**src/rtl/dmem_arbiter_if.sv**
```systemverilog
// Bus bundle between the two RAM requesters, the arbiter and the shared data RAM.
// The arbiter takes the slave view; the requesters and the RAM model take the master view.
interface dmem_arbiter_if #(
  parameter int WORD_WIDTH = 32,
  parameter int ADDR_WIDTH = 7
);
  // requester 0: core load/store path
  logic                  Req0, We0, Lock0;
  logic [ADDR_WIDTH-1:0] Addr0;
  logic [WORD_WIDTH-1:0] Wdata0;
  logic                  Gnt0, Err0;
  logic [WORD_WIDTH-1:0] Rdata0;
  // requester 1: program/debug loader
  logic                  Req1, We1, Lock1;
  logic [ADDR_WIDTH-1:0] Addr1;
  logic [WORD_WIDTH-1:0] Wdata1;
  logic                  Gnt1, Err1;
  logic [WORD_WIDTH-1:0] Rdata1;
  // shared RAM side
  logic [ADDR_WIDTH-1:0] Ram_A;
  logic [WORD_WIDTH-1:0] Ram_WD;
  logic                  Ram_WE;
  logic [WORD_WIDTH-1:0] Ram_RD;

  modport slave (
    input  Req0, We0, Lock0, Addr0, Wdata0,
    output Gnt0, Err0, Rdata0,
    input  Req1, We1, Lock1, Addr1, Wdata1,
    output Gnt1, Err1, Rdata1,
    output Ram_A, Ram_WD, Ram_WE,
    input  Ram_RD
  );

  modport master (
    output Req0, We0, Lock0, Addr0, Wdata0,
    input  Gnt0, Err0, Rdata0,
    output Req1, We1, Lock1, Addr1, Wdata1,
    input  Gnt1, Err1, Rdata1,
    input  Ram_A, Ram_WD, Ram_WE,
    output Ram_RD
  );
endinterface

```
**src/rtl/dmem_arbiter.sv**
```systemverilog
// Two-requester arbiter for the shared data RAM. A registered owner (IDLE/OWN0/OWN1)
// gets the RAM combinationally whenever it requests; ownership moves round-robin at
// each edge, with an optional lock that is capped at MAX_BURST consecutive grants.
module dmem_arbiter #(
  parameter int WORD_WIDTH = 32,
  parameter int ENTRIES    = 100,
  parameter int ADDR_WIDTH = $clog2(ENTRIES),
  parameter int MAX_BURST  = 4
) (
  input  logic            Clk,
  input  logic            Rst,
  dmem_arbiter_if.slave   bus
);

  localparam int CW = $clog2(MAX_BURST);
  localparam logic [CW-1:0]       BURST_MAX = CW'(MAX_BURST - 1);
  // one extra bit so the range check still works when ENTRIES is a power of two
  localparam logic [ADDR_WIDTH:0] ENT       = ENTRIES[ADDR_WIDTH:0];

  typedef enum logic [1:0] {IDLE, OWN0, OWN1} state_t;

  state_t        state_q, state_d;
  logic [CW-1:0] burst_q, burst_d;
  logic          last_q,  last_d;

  logic [1:0]            req, lock, gnt;
  logic                  sel, we_sel, in_rng, any_gnt, owned, eff_last;
  logic [ADDR_WIDTH-1:0] addr_sel;
  logic [WORD_WIDTH-1:0] wd_sel;

  assign req  = {bus.Req1,  bus.Req0};
  assign lock = {bus.Lock1, bus.Lock0};

  // Grant and RAM datapath mux; everything is held at zero while Rst is high so
  // no write can slip through in the reset cycle.
  always_comb begin
    gnt = 2'b00;
    if (!Rst) begin
      if (state_q == OWN0) gnt[0] = req[0];
      if (state_q == OWN1) gnt[1] = req[1];
    end
    any_gnt  = |gnt;
    sel      = (state_q == OWN1);
    addr_sel = sel ? bus.Addr1  : bus.Addr0;
    wd_sel   = sel ? bus.Wdata1 : bus.Wdata0;
    we_sel   = sel ? bus.We1    : bus.We0;
    in_rng   = ({1'b0, addr_sel} < ENT);

    bus.Gnt0   = gnt[0];
    bus.Gnt1   = gnt[1];
    bus.Err0   = gnt[0] & ~in_rng;
    bus.Err1   = gnt[1] & ~in_rng;
    bus.Ram_WE = any_gnt & we_sel & in_rng;
    bus.Ram_A  = any_gnt ? addr_sel : '0;
    bus.Ram_WD = any_gnt ? wd_sel   : '0;
    bus.Rdata0 = (gnt[0] & ~we_sel & in_rng) ? bus.Ram_RD : '0;
    bus.Rdata1 = (gnt[1] & ~we_sel & in_rng) ? bus.Ram_RD : '0;
  end

  // Next owner, burst counter and round-robin pointer. The pointer used for a tie
  // already reflects this cycle's grant, which is what gives strict alternation.
  always_comb begin
    owned    = (state_q != IDLE);
    eff_last = any_gnt ? sel : last_q;
    last_d   = eff_last;
    state_d  = state_q;
    burst_d  = burst_q;

    if (!req[0] && !req[1])
      state_d = IDLE;
    else if (owned && req[sel] && lock[sel] && (burst_q < BURST_MAX))
      state_d = state_q;
    else if (req[0] && req[1])
      state_d = eff_last ? OWN0 : OWN1;
    else
      state_d = req[0] ? OWN0 : OWN1;

    if (state_d != state_q || state_d == IDLE)
      burst_d = '0;
    else if (burst_q != BURST_MAX)
      burst_d = burst_q + 1'b1;
  end

  // Owner register; reset drops ownership and makes requester 0 win the first tie.
  always_ff @(posedge Clk) begin
    if (Rst) begin
      state_q <= IDLE;
      burst_q <= '0;
      last_q  <= 1'b1;
    end else begin
      state_q <= state_d;
      burst_q <= burst_d;
      last_q  <= last_d;
    end
  end

endmodule

```
**src/flat_wrapper.sv**
```systemverilog
// flat-port wrapper written by rule: the top's interface ports become plain ports
module dmem_arbiter_flat 
#(
  parameter int WORD_WIDTH = 32,
  parameter int ENTRIES    = 100,
  parameter int ADDR_WIDTH = $clog2(ENTRIES),
  parameter int MAX_BURST  = 4
)
  (Clk, Rst, bus_Req0, bus_We0, bus_Lock0, bus_Addr0, bus_Wdata0, bus_Gnt0, bus_Err0, bus_Rdata0, bus_Req1, bus_We1, bus_Lock1, bus_Addr1, bus_Wdata1, bus_Gnt1, bus_Err1, bus_Rdata1, bus_Ram_A, bus_Ram_WD, bus_Ram_WE, bus_Ram_RD);
  dmem_arbiter_if #(.WORD_WIDTH(WORD_WIDTH), .ADDR_WIDTH(ADDR_WIDTH)) bus_i ();
  input  logic Clk;
  input  logic Rst;
  input wire logic [$bits(bus_i.Req0)-1:0] bus_Req0;
  input wire logic [$bits(bus_i.We0)-1:0] bus_We0;
  input wire logic [$bits(bus_i.Lock0)-1:0] bus_Lock0;
  input wire logic [$bits(bus_i.Addr0)-1:0] bus_Addr0;
  input wire logic [$bits(bus_i.Wdata0)-1:0] bus_Wdata0;
  output wire logic [$bits(bus_i.Gnt0)-1:0] bus_Gnt0;
  output wire logic [$bits(bus_i.Err0)-1:0] bus_Err0;
  output wire logic [$bits(bus_i.Rdata0)-1:0] bus_Rdata0;
  input wire logic [$bits(bus_i.Req1)-1:0] bus_Req1;
  input wire logic [$bits(bus_i.We1)-1:0] bus_We1;
  input wire logic [$bits(bus_i.Lock1)-1:0] bus_Lock1;
  input wire logic [$bits(bus_i.Addr1)-1:0] bus_Addr1;
  input wire logic [$bits(bus_i.Wdata1)-1:0] bus_Wdata1;
  output wire logic [$bits(bus_i.Gnt1)-1:0] bus_Gnt1;
  output wire logic [$bits(bus_i.Err1)-1:0] bus_Err1;
  output wire logic [$bits(bus_i.Rdata1)-1:0] bus_Rdata1;
  output wire logic [$bits(bus_i.Ram_A)-1:0] bus_Ram_A;
  output wire logic [$bits(bus_i.Ram_WD)-1:0] bus_Ram_WD;
  output wire logic [$bits(bus_i.Ram_WE)-1:0] bus_Ram_WE;
  input wire logic [$bits(bus_i.Ram_RD)-1:0] bus_Ram_RD;
  assign bus_i.Req0 = bus_Req0;
  assign bus_i.We0 = bus_We0;
  assign bus_i.Lock0 = bus_Lock0;
  assign bus_i.Addr0 = bus_Addr0;
  assign bus_i.Wdata0 = bus_Wdata0;
  assign bus_Gnt0 = bus_i.Gnt0;
  assign bus_Err0 = bus_i.Err0;
  assign bus_Rdata0 = bus_i.Rdata0;
  assign bus_i.Req1 = bus_Req1;
  assign bus_i.We1 = bus_We1;
  assign bus_i.Lock1 = bus_Lock1;
  assign bus_i.Addr1 = bus_Addr1;
  assign bus_i.Wdata1 = bus_Wdata1;
  assign bus_Gnt1 = bus_i.Gnt1;
  assign bus_Err1 = bus_i.Err1;
  assign bus_Rdata1 = bus_i.Rdata1;
  assign bus_Ram_A = bus_i.Ram_A;
  assign bus_Ram_WD = bus_i.Ram_WD;
  assign bus_Ram_WE = bus_i.Ram_WE;
  assign bus_i.Ram_RD = bus_Ram_RD;
  dmem_arbiter #(.WORD_WIDTH(WORD_WIDTH), .ENTRIES(ENTRIES), .ADDR_WIDTH(ADDR_WIDTH), .MAX_BURST(MAX_BURST)) u_core (.Clk(Clk), .Rst(Rst), .bus(bus_i));
endmodule
```
**config.mk**
```make
export PLATFORM = sky130hd
export DESIGN_NAME = dmem_arbiter_flat
export DESIGN_NICKNAME = d
export VERILOG_FILES = /design/src/rtl/dmem_arbiter_if.sv /design/src/rtl/dmem_arbiter.sv /design/src/flat_wrapper.sv
export SDC_FILE = /design/constraint.sdc
export NUM_CORES = 1
export LEC_CHECK = 0
export CORE_AREA = 2 2 89 91
export CTS_CLUSTER_SIZE = 12
export DETAILED_ROUTE_END_ITERATION = 12
export DIE_AREA = 0 0 91 93
export PLACE_DENSITY_LB_ADDON = 0.2
export RECOVER_POWER = 25
export SLEW_MARGIN = 40
export SYNTH_ARGS = -nofsm -noshare
export SYNTH_HDL_FRONTEND = slang
export SYNTH_SLANG_ARGS = --single-unit
```
**constraint.sdc**
```tcl
create_clock -name Clk -period 1.7 [get_ports Clk]
set_input_delay 0.255 -clock Clk [delete_from_list [all_inputs] [get_ports Clk]]
set_output_delay 0.255 -clock Clk [all_outputs]
set_load 0.1 [all_outputs]
```
==> Implementation_results.wiki <==
{| class="wikitable"
! Metric !! Value
|-
| Hold path cells || 2
|-
| Count of input and output buffers || 225
|-
| X dimension of the die || 91 um
|-
| Max-slew violation total from the final report || 0
|-
| Routed Antenna Nets || 0
|-
| Fin crit period || 2.00 ns
|-
| Depth of the worst register-to-register path || 7
|-
| Cell Area, Placed || 5600 um2
|-
| Initial core utilization || 0.197
|-
| Highest attainable clock frequency || 500 MHz
|-
| Net count of the finished layout || 628
|-
| Die outline height || 93 um
|-
| Final Worst Setup Slack || -0.302 ns
|-
| Hold bufs inserted after CTS || 0
|-
| Overall track demand over capacity in global routing || 0.286
|-
| Critical Path Sink Type || output port
|-
| Post-detailed-routing wire length || 13.1 mm
|-
| Area enclosed by the die boundary || 8460 um2
|-
| CTS tree || yes
|-
| TritonRoute pass-1 iters || 4
|-
| CTS sink count || 5
|-
| Layout Area Growth over Synthesis || 334%
|-
| Initial antenna violation count || 0
|-
| Diodes inserted || 0
|-
| Number of register bits inferred by synthesis || 5
|-
| Class of the tightest hold or removal check || reg2reg
|-
| Violations in the final reports || negative setup slack
|-
| Pin count of the biggest net entering global routing || 31
|-
| Yosys synthesis warning count || 0
|-
| Worst-margin pin slew || 0.480 ns
|-
| Clock insertion delay at the later pin of the skew report || 0.23 ns
|-
| Final weighted congestion in routability-driven placement || 0.898
|-
| Total congestion overflow after global routing || 0
|-
| Total number of vias || 2961
|-
| Fraction of the yosys area taken by sequential cells || 0.0675
|-
| Layout cells sized above 1 || 0.638
|-
| Floorplan Core Area || 7530 um2
|-
| Unrepaired setup endpoints after global routing || yes
|-
| Gate Count Post-Synth || 249
|-
| Number of CTS-inserted buffers || 3
|-
| Crit-path max FO || 5
|-
| Routed length per placed instance || 21.5 um
|-
| Vias in the first global route || 3119
|-
| Top-level port count || 226
|-
| Final Cycle Share || 1.18
|-
| Via density per instance || 4.85
|-
| H-tree levels || 1
|-
| Top-area cell type share of the netlist area || 0.253
|-
| Mean instance size in the synthesized netlist || 5.96 um2
|-
| Longest Clk Path Bufs || 2
|-
| Post-place setup slack || -0.584 ns
|-
| Smallest hold slack || 0.548 ns
|-
| Global-route wire length before repair || 18.8 mm
|-
| Startpoint Class || register
|-
| Type of the worst setup path || reg2out
|-
| Hold Fails Final Rpt || 0
|-
| Maximum vdd ir drop || 0.000202 V
|-
| Worst slew margin || 0.678
|-
| Top area cells in the synthesized netlist || sky130_fd_sc_hd__and2_1 25%, sky130_fd_sc_hd__nand2_1 21%, sky130_fd_sc_hd__a21oi_1 14%
|-
| Root Buffer || sky130_fd_sc_hd__clkbuf_8
|-
| Critical path required time || 1.44 ns
|-
| Synth Net Count || 368
|-
| Power density over cell area || 289 nW/um2
|-
| Initial DRC Count || 127
|-
| Clock slew at the register clock pins of the worst setup and hold paths || 0.04 ns
|-
| Endpoints failing setup || 106
|-
| Power consumption || 1860 uW
|-
| Remaining routing DRC violations || 0
|-
| MaxCap Viol Count || 0
|-
| Total negative slack || -25.41 ns
|-
| Worst clock skew || 0.00285 ns
|-
| Leading area contributor after synthesis || sky130_fd_sc_hd__and2_1
|-
| Cell row count || 32
|-
| Worst path arrival time || 1.75 ns
|-
| Post-synth design cell area || 1480 um2
|-
| Half-perimeter wire length after detailed placement || 8.16 mm
|-
| Leakage || 0.00268 uW
|-
| Status || finished, violations left
|-
| Yosys cell types || 26
|-
| Finished Cell Area || 6430 um2
|}
cell type report:
cell class              instances  area, um2
repair buffers                274       4020
multi-input cells             220       2120
fillers                       379       1090
well taps                     102        128
flip-flops and latches          5        108
clock buffers                   4       45.0
inverters                       5       18.8
critical path, cell delays in order (launching register included):
cell and delay, ns:
sky130_fd_sc_hd__dfxtp_4 0.35, sky130_fd_sc_hd__buf_6 0.12, sky130_fd_sc_hd__buf_6 0.11, sky130_fd_sc_hd__nor2_4 0.19
sky130_fd_sc_hd__buf_6 0.17, sky130_fd_sc_hd__buf_12 0.13, sky130_fd_sc_hd__nand2_2 0.08, sky130_fd_sc_hd__a21oi_4 0.16
sky130_fd_sc_hd__buf_12 0.19
synthesized netlist by cell type (all sizes together):
master,number
o211a,1
a211oi,1
nand2,82
mux2i,2
a31oi,1
ha,1
nand3,2
a311oi,1
a21oi,42
nor4b,2
o21ai,2
nand2b,2
xor2,1
o311ai,2
dfxtp,5
and2,64
nor2,4
nor3,5
nand3b,3
buf,19
nor4,1
inv,5
o221ai,1
layer usage:
layer / up-vias / share of wire / global-route usage
met5: - / 0 / 0
met4: 0 / 0.028 / 0.0657
met3: 32 / 0.057 / 0.0669
met2: 149 / 0.56 / 0.547
met1: 1443 / 0.36 / 0.319
li1: 1337 / - / -
cell usage in the layout, fill, tap and decap left out, types with 2 or more instances in the layout:
cell and instances:
sky130_fd_sc_hd__mux2i_1 2, sky130_fd_sc_hd__and2_4 64, sky130_fd_sc_hd__a21oi_1 2, sky130_fd_sc_hd__nor3_1 3, sky130_fd_sc_hd__clkbuf_8 3, sky130_fd_sc_hd__buf_2 3
sky130_fd_sc_hd__nand3b_4 2, sky130_fd_sc_hd__nand2b_1 2, sky130_fd_sc_hd__nand2_4 26, sky130_fd_sc_hd__buf_8 4, sky130_fd_sc_hd__nor4b_4 2, sky130_fd_sc_hd__inv_1 5
sky130_fd_sc_hd__a21oi_4 40, sky130_fd_sc_hd__o21ai_0 2, sky130_fd_sc_hd__buf_12 116, sky130_fd_sc_hd__buf_4 16, sky130_fd_sc_hd__dfxtp_1 3, sky130_fd_sc_hd__dfxtp_4 2
sky130_fd_sc_hd__buf_6 11, sky130_fd_sc_hd__clkdlybuf4s50_1 102, sky130_fd_sc_hd__clkbuf_1 2, sky130_fd_sc_hd__nand2_1 41, sky130_fd_sc_hd__nand2_2 15, sky130_fd_sc_hd__o311ai_4 2
sky130_fd_sc_hd__nor2_4 2, sky130_fd_sc_hd__clkdlybuf4s15_2 2, sky130_fd_sc_hd__buf_16 8, sky130_fd_sc_hd__dlygate4sd2_1 8
power breakdown:
part | internal [uW] | switching (uW) | total, uW
Combinational | 675 | 828 | 1500
Sequential | 124 | 8.63 | 133
Clock | 161 | 64.7 | 226
Total | 960 | 902 | 1860
worst paths after layout:
path | from | to | slack [ns]
setup reg to reg | u_core.state_q[0]$_SDFF_PP0_ | u_core.state_q[1]$_SDFF_PP0_ | 0
hold reg to reg | u_core.burst_q[0]$_SDFFE_PP0N_ | u_core.burst_q[0]$_SDFFE_PP0N_ | 0.55
hold / removal | u_core.burst_q[0]$_SDFFE_PP0N_ | u_core.burst_q[0]$_SDFFE_PP0N_ | 0.55
setup / recovery | u_core.state_q[0]$_SDFF_PP0_ | bus_Ram_WD[14] | -0.30
flip-flops by register name (all words and copies together), names as in the netlist:
name / flops
u_core.burst_q: 2
u_core.last_q: 1
u_core.state_q: 2
what timing repair did:
item                       in CTS  in global routing
resized for setup             171                 19
buffers inserted               17                  4
gates cloned                   13                  1
pin swaps                      67                 60
setup endpoints to repair     107                107
through the flow:
| stage | cells | util |
|---|---|---|
| 5_1_grt | 610 | 0.855 |
| 4_1_cts | 610 | 0.852 |
| 3_5_place_dp | 576 | 0.743 |
| 2_1_floorplan | 249 | - |
| 3_3_place_gp | 576 | 0.743 |
| 6_report | 610 | 0.855 |
cell families after synthesis:
kind of cell	Yosys count	synth area share
AND/OR/NAND/NOR	165	0.591
flip-flops	5	0.0675
AO/OA/AOI/OAI	51	0.212
buffers and inverters	24	0.102
XOR/XNOR	1	0.00590
adder cells (fa/ha/maj)	1	0.00843
multiplexers	2	0.0135
Power figures use the tool's default switching activity.
